<file path="src/rtl/csr_pkg.sv">
// csr_pkg: CSR addresses, access op encodings and bit indices
// shared by the machine-mode CSR unit and its counters.
package csr_pkg;

   localparam logic [11:0] CSR_MSTATUS  = 12'h300;
   localparam logic [11:0] CSR_MIE      = 12'h304;
   localparam logic [11:0] CSR_MTVEC    = 12'h305;
   localparam logic [11:0] CSR_MSCRATCH = 12'h340;
   localparam logic [11:0] CSR_MEPC     = 12'h341;
   localparam logic [11:0] CSR_MCAUSE   = 12'h342;
   localparam logic [11:0] CSR_MTVAL    = 12'h343;
   localparam logic [11:0] CSR_MIP      = 12'h344;
   localparam logic [11:0] CSR_MHARTID  = 12'hF14;
   localparam logic [11:0] CSR_CYCLE    = 12'hC00;
   localparam logic [11:0] CSR_TIME     = 12'hC01;
   localparam logic [11:0] CSR_CYCLEH   = 12'hC80;
   localparam logic [11:0] CSR_TIMEH    = 12'hC81;

   localparam logic [1:0] OP_NONE = 2'b00;
   localparam logic [1:0] OP_RW   = 2'b01;
   localparam logic [1:0] OP_RS   = 2'b10;
   localparam logic [1:0] OP_RC   = 2'b11;

   localparam int MSTATUS_MIE  = 3;
   localparam int MSTATUS_MPIE = 7;
   localparam int MIP_MTIP     = 7;
   localparam int MIP_MEIP     = 11;

   // mcause interrupt flag sits in the top bit of the CSR
   function automatic int cause_msb(input int xlen);
      return xlen - 1;
   endfunction

endpackage

</file>
<file path="src/rtl/csr_counter.sv">
// csr_counter: 64-bit free-running counter advanced once
// every DIV enabled clocks through a small prescaler.
module csr_counter #(
   parameter int DIV = 1
) (
   input  logic        i_clk,
   input  logic        i_rst_n,
   input  logic        i_en,
   output logic [63:0] o_count
);

   localparam int PW = (DIV > 1) ? $clog2(DIV) : 1;

   logic [PW-1:0] pre_d, pre_q;
   logic [63:0]   cnt_d, cnt_q;
   logic          tick;

   // prescaler wraps at DIV-1 and emits one tick per wrap
   always_comb begin
      pre_d = pre_q;
      cnt_d = cnt_q;
      tick  = 1'b0;
      if (i_en) begin
         if (pre_q == PW'(DIV - 1)) begin
            pre_d = '0;
            tick  = 1'b1;
         end else begin
            pre_d = pre_q + 1'b1;
         end
      end
      if (tick) cnt_d = cnt_q + 64'd1;
   end

   // counter and prescaler state
   always_ff @(posedge i_clk) begin
      if (!i_rst_n) begin
         pre_q <= '0;
         cnt_q <= '0;
      end else begin
         pre_q <= pre_d;
         cnt_q <= cnt_d;
      end
   end

   assign o_count = cnt_q;

endmodule

</file>
<file path="src/rtl/csr_unit.sv">
// csr_unit: M-mode CSR file, trap entry / MRET sequencing.
// Counters (cycle/time) exist only with CSR_COUNTERS_EN defined.
module csr_unit
   import csr_pkg::*;
#(
   parameter int          XLEN      = 32,
   parameter int          HARTID    = 0,
   parameter logic [31:0] RESET_VEC = 32'h0000_0000,
   parameter int          TIME_DIV  = 1
) (
   input  logic            i_clk,
   input  logic            i_rst_n,
   input  logic            i_req,
   input  logic [1:0]      i_op,
   input  logic [11:0]     i_addr,
   input  logic [XLEN-1:0] i_wdata,
   output logic [XLEN-1:0] o_rdata,
   output logic            o_illegal,
   input  logic            i_trap,
   input  logic [XLEN-1:0] i_cause,
   input  logic [XLEN-1:0] i_epc,
   input  logic [XLEN-1:0] i_tval,
   input  logic            i_mret,
   input  logic            i_tmr_irq,
   input  logic            i_ext_irq,
   output logic            o_irq,
   output logic            o_redirect,
   output logic [XLEN-1:0] o_target
);

   localparam int CMSB = cause_msb(XLEN);

   logic            mie_bit_d, mie_bit_q;
   logic            mpie_d, mpie_q;
   logic [XLEN-1:0] mie_d, mie_q;
   logic [XLEN-1:0] mtvec_d, mtvec_q;
   logic [XLEN-1:0] mscratch_d, mscratch_q;
   logic [XLEN-1:0] mepc_d, mepc_q;
   logic [XLEN-1:0] mcause_d, mcause_q;
   logic [XLEN-1:0] mtval_d, mtval_q;
   logic            redirect_d, redirect_q;
   logic [XLEN-1:0] target_d, target_q;

   logic [XLEN-1:0] mip_val, rdata, wval, tbase, trap_tgt;
   logic            known, ro, is_write, illegal, we;

`ifdef CSR_COUNTERS_EN
   logic [63:0] cycle_cnt, time_cnt;

   csr_counter #(.DIV(1)) u_cycle (
      .i_clk   (i_clk),
      .i_rst_n (i_rst_n),
      .i_en    (1'b1),
      .o_count (cycle_cnt)
   );

   csr_counter #(.DIV(TIME_DIV)) u_time (
      .i_clk   (i_clk),
      .i_rst_n (i_rst_n),
      .i_en    (1'b1),
      .o_count (time_cnt)
   );
`endif

   // pending lines are sampled live, never stored
   always_comb begin
      mip_val           = '0;
      mip_val[MIP_MTIP] = i_tmr_irq;
      mip_val[MIP_MEIP] = i_ext_irq;
   end

   // address decode: old value, existence, read-only flag
   always_comb begin
      rdata = '0;
      known = 1'b1;
      ro    = 1'b0;
      unique case (i_addr)
         CSR_MSTATUS: begin
            rdata[MSTATUS_MIE]  = mie_bit_q;
            rdata[MSTATUS_MPIE] = mpie_q;
         end
         CSR_MIE:      rdata = mie_q;
         CSR_MIP:      rdata = mip_val;
         CSR_MTVEC:    rdata = mtvec_q;
         CSR_MSCRATCH: rdata = mscratch_q;
         CSR_MEPC:     rdata = mepc_q;
         CSR_MCAUSE:   rdata = mcause_q;
         CSR_MTVAL:    rdata = mtval_q;
         CSR_MHARTID: begin
            rdata = XLEN'(HARTID);
            ro    = 1'b1;
         end
`ifdef CSR_COUNTERS_EN
         CSR_CYCLE: begin
            rdata = XLEN'(cycle_cnt);
            ro    = 1'b1;
         end
         CSR_TIME: begin
            rdata = XLEN'(time_cnt);
            ro    = 1'b1;
         end
         CSR_CYCLEH: begin
            rdata = XLEN'(cycle_cnt >> 32);
            ro    = 1'b1;
            known = (XLEN == 32);
         end
         CSR_TIMEH: begin
            rdata = XLEN'(time_cnt >> 32);
            ro    = 1'b1;
            known = (XLEN == 32);
         end
`endif
         default: known = 1'b0;
      endcase
   end

   // RS/RC with zero operand is a pure read
   always_comb begin
      is_write = (i_op == OP_RW) || ((i_op != OP_NONE) && (|i_wdata));
      illegal  = !known || (i_op == OP_NONE) || (ro && is_write);
      we       = i_req && !illegal && is_write && !i_trap && !i_mret;
      wval     = rdata;
      unique case (i_op)
         OP_RW:   wval = i_wdata;
         OP_RS:   wval = rdata | i_wdata;
         OP_RC:   wval = rdata & ~i_wdata;
         default: wval = rdata;
      endcase
   end

   assign o_illegal = i_req && illegal;
   assign o_rdata   = illegal ? '0 : rdata;
   assign o_irq     = mie_bit_q && (|(mie_q & mip_val));

   // trap target, vectored for interrupts when mtvec mode is 01
   always_comb begin
      tbase    = {mtvec_q[XLEN-1:2], 2'b00};
      trap_tgt = tbase;
      if (mtvec_q[1:0] == 2'b01 && i_cause[CMSB])
         trap_tgt = tbase + {i_cause[XLEN-3:0], 2'b00};
   end

   // next state: trap beats MRET beats software write
   always_comb begin
      mie_bit_d  = mie_bit_q;
      mpie_d     = mpie_q;
      mie_d      = mie_q;
      mtvec_d    = mtvec_q;
      mscratch_d = mscratch_q;
      mepc_d     = mepc_q;
      mcause_d   = mcause_q;
      mtval_d    = mtval_q;
      redirect_d = i_trap || i_mret;
      target_d   = target_q;
      if (i_trap) begin
         mepc_d    = {i_epc[XLEN-1:2], 2'b00};
         mcause_d  = i_cause;
         mtval_d   = i_tval;
         mpie_d    = mie_bit_q;
         mie_bit_d = 1'b0;
         target_d  = trap_tgt;
      end else if (i_mret) begin
         mie_bit_d = mpie_q;
         mpie_d    = 1'b1;
         target_d  = mepc_q;
      end else if (we) begin
         unique case (i_addr)
            CSR_MSTATUS: begin
               mie_bit_d = wval[MSTATUS_MIE];
               mpie_d    = wval[MSTATUS_MPIE];
            end
            CSR_MIE:      mie_d      = wval;
            CSR_MTVEC:    mtvec_d    = wval;
            CSR_MSCRATCH: mscratch_d = wval;
            CSR_MEPC:     mepc_d     = {wval[XLEN-1:2], 2'b00};
            CSR_MCAUSE:   mcause_d   = wval;
            CSR_MTVAL:    mtval_d    = wval;
            default:      ;
         endcase
      end
   end

   // CSR state and registered redirect
   always_ff @(posedge i_clk) begin
      if (!i_rst_n) begin
         mie_bit_q  <= 1'b0;
         mpie_q     <= 1'b0;
         mie_q      <= '0;
         mtvec_q    <= XLEN'(RESET_VEC);
         mscratch_q <= '0;
         mepc_q     <= '0;
         mcause_q   <= '0;
         mtval_q    <= '0;
         redirect_q <= 1'b0;
         target_q   <= '0;
      end else begin
         mie_bit_q  <= mie_bit_d;
         mpie_q     <= mpie_d;
         mie_q      <= mie_d;
         mtvec_q    <= mtvec_d;
         mscratch_q <= mscratch_d;
         mepc_q     <= mepc_d;
         mcause_q   <= mcause_d;
         mtval_q    <= mtval_d;
         redirect_q <= redirect_d;
         target_q   <= target_d;
      end
   end

   assign o_redirect = redirect_q;
   assign o_target   = target_q;

endmodule
</file>
<file path="config.mk">
export PLATFORM = sky130hd
export DESIGN_NAME = csr_unit
export DESIGN_NICKNAME = d
export VERILOG_FILES = /design/src/rtl/csr_pkg.sv /design/src/rtl/csr_counter.sv /design/src/rtl/csr_unit.sv
export SDC_FILE = /design/constraint.sdc
export NUM_CORES = 1
export LEC_CHECK = 0
export CAP_MARGIN = 10
export CORE_AREA = 10 10 177 179
export DETAILED_ROUTE_END_ITERATION = 8
export DIE_AREA = 0 0 187 189
export GPL_ROUTABILITY_DRIVEN = 0
export HOLD_SLACK_MARGIN = 0.02
export PLACE_DENSITY = 0.76
export SYNTH_ARGS = -nofsm -noshare
export SYNTH_HDL_FRONTEND = slang
export SYNTH_SLANG_ARGS = --single-unit
</file>
<file path="constraint.sdc">
create_clock -name i_clk -period 2.72 [get_ports i_clk]
set_input_delay 0.272 -clock i_clk [delete_from_list [all_inputs] [get_ports i_clk]]
set_output_delay 0.272 -clock i_clk [all_outputs]
set_load 0.1 [all_outputs]
</file>
==> metrics.md <==
| Metric | Value |
|---|---|
| Status | complete, but fails checks |
| Failing checks | setup timing |
| Final net count | 2332 |
| Post-Route Utilization | 75.0% |
| WP data required | 2.45 ns |
| Num ports | roughly 220 |
| Yosys warns | 0 |
| Yosys cell types | 86 |
| Drt wl/cell | roughly 25 um |
| Setup violations, final | 37 |
| Non-Filler Instances | 2547 |
| Top cells by area, synth | dfxtp_1 33%, a211oi_1 7.1%, nor2_1 6.7% |
| Clock skew | 0.0202 ns |
| Reg2reg start | mtvec_q[20]$_SDFFE_PN0P_ |
| Clock root buffer | clkbuf_16 |
| Synth top area share | between 30% and 40% |
| Die Area | between 30000 and 40000 um^2 |
| Share of layout cells above drive strength 1 | 29.8% |
| Vias | ~17k |
| CTS tree | yes |
| Reg-to-reg critical path endpoint | o_target[29]$_SDFFE_PN0N_ |
| First-pass GRT wire length | 93700 um |
| Max Buffers Root-to-Sink | 3 |
| RSZ-0062 raised after global routing | true |
| Critical path endpoint category | output pin |
| Synthesis-to-layout area growth | 51.2% |
| Clk slew on worst S/H paths | 0.06 ns |
| Drt first pass iters | 8 |
| Pwr per Cell Area | 407 nW/um^2 |
| Maximum fanout along the worst path | 6 |
| Sequential fraction of the synthesis area | roughly a third |
| Crit start category | primary input |
| DP Area | ~19000 um^2 |
| Leakage | around 0.0080 uW |
| Largest net degree at the start of global routing | 160 |
| Number of global-route vias before repair | around 17k |
| Final wirelength | between 60000 and 70000 um |
| Rows | 61 |
| Number of buffers created by CTS | 25 |
| Asr flop ratio synth | 0% |
| Hold_buf cts | 0 |
| Worst hold endpoint | o_target[12]$_SDFFE_PN0N_ |
| Number of synthesized flops with an enable pin | 0 |
| Routed Antenna Nets | 0 |
| Max Fclk | 0.330 GHz |
| Most frequent cell after synthesis | nor2_1 |
| Total Power | around 8400 uW |
| Via/cell ratio | about 6.5 |
| Initial antenna violation count | 0 |
| Reg-to-reg setup timing slack | approximately 0.030 ns |
| Final Cell Area | approximately 21000 um^2 |
| Syn_area_per_cell | between 7 and 8 um^2 |
| Initial Utilization | 49.6% |
| Worst skew pair latency | between 0.5 and 0.6 ns |
| Max_slew headroom | approximately half |
| # port buffers | around 210 |
| Path depth of the worst reg2reg path | 11 |
| Clock sink count | ~220 |
| Worst Hold Path Cells | 3 |
| GR Overflow Total | 0 |
| Mapped Area | 13700 um^2 |
| Setup TNS | -8.28 ns |
| Final Hold Viols | 0 |
| Final min period | between 3 and 4 ns |
| Crit path DAT | between 2 and 3 ns |
| Tcrit/Tclk final | 111% |
| Max-cap violations | 0 |
| Synth Register Bits | about 220 |
| Primary FF master, synth | dfxtp_1 |
| Hpwl dp | between 40000 and 50000 um |
| Vert. Die Dim | 189 um |
| Dpl cells | 2471 |
| WS Path Type | in -> out |
| Hold WC Path Type | in -> reg |
| # DRC | 0 |
| Initial DRC Count | around 2.4k |
| Mapped Cells | approximately 1.7k |
| Hold path startpoint | i_rst_n |
| Gr usage total | 33.0% |
| Core Box Area | 27600 um^2 |
| Slew Limit Fails | 0 |
| Diode count | 0 |
| Cell taking the most area after synthesis | dfxtp_1 |
| H-tree levels | 1 |
| Min setup slack post-route | -0.310 ns |
| Commonest cells in the netlist | 245 x nor2_1, 236 x nand2_1, 223 x dfxtp_1 |
| Die Width | about 190 um |
| Worst Tran Pin Value | about 0.74 ns |
| Peak supply drop | between 0.0004 and 0.0005 V |
-- sequential cells by signal (all words and copies together), names as in the netlist --
signal and count:
mepc_q 30, o_redirect 1, mtvec_q 32, mie_bit_q 1
mcause_q 32, mtval_q 32, mpie_q 1, o_target 30
mie_q 32, mscratch_q 32
-- worst max-delay path: stages --
cell             delay, ns
clkdlybuf4s50_1       0.49
nor4_1                0.35
nand3_1               0.19
nor3_4                0.30
nand4_1               0.18
nand2_2               0.18
nand2_8               0.11
buf_12                0.19
a41oi_4               0.26
buf_12                0.21
-- layout by cell type, fill, tap and decap left out, types with 37 or more instances in the layout --
master and count:
buf_4 319, nor2_1 237, nand2_1 230, dfxtp_1 217
a211oi_1 126, clkdlybuf4s50_1 126, buf_12 68, o21ai_0 56
o211ai_1 53, a22oi_1 43, mux2_2 40, a21oi_1 37
nor3_1 37
-- through the flow --
stage	hold slack, ns	worst slack (ns)
after detailed placement	0.474	-0.684
final	0.253	-0.310
after floorplan	0.410	-0.302
after global routing	0.271	-0.338
after CTS	0.229	-0.120
after global placement	0.467	-0.669
-- final cells by class --
class | instances | area [um^2]
multi-input cells | 1339 | 9450
fillers | 1902 | 6920
repair buffers | 551 | 5490
flip-flops and latches | 223 | 4470
clock buffers | 35 | 693
well taps | 378 | 473
clock inverters | 8 | 76.3
inverters | 13 | 55.1
-- timing repair --
action,4_1_cts,5_1_grt
setup endpoints to repair,42,71
gates resized for setup,106,74
pin swaps,38,50
buffers inserted,20,10
gates cloned,6,0
-- logic make-up after synthesis --
group                      synth area share, %
adders and majority gates                 2.79
other                                   0.0274
DFF                                       32.6
xor gates and xnor gates                  2.75
muxes                                     5.43
and+or+nand+nor                           21.8
buffers and inverters                     5.70
AOI/OAI and AO/OA                         28.9
-- power breakdown --
part,total [uW],internal [uW],switching [uW]
logic,1630,693,938
registers,3490,3380,107
clock network,3320,1870,1450
total,8440,5940,2490
-- worst max path at each step --
stage                 from          end  cells past startpoint  slack [ns]
2_1_floorplan  i_wdata[23]  o_rdata[13]                      8       -0.30
3_3_place_gp   i_wdata[11]  o_rdata[13]                     10       -0.67
3_5_place_dp   i_wdata[11]  o_rdata[13]                     10       -0.68
4_1_cts        i_wdata[18]   o_rdata[3]                     11       -0.12
5_1_grt         i_wdata[3]   o_rdata[3]                     11       -0.34
6_report        i_wdata[3]  o_rdata[13]                     10       -0.31
-- routing by layer --
metal / track usage [%] / up-vias / routed length [um]
met5: 0 / - / 0
met4: 29.0 / 0 / 6370
met3: 6.69 / 404 / 6350
met2: 54.8 / 1278 / 29200
met1: 35.5 / 7803 / 21500
li1: - / 7197 / -
Note: power is estimated with default switching activity, not from simulation.
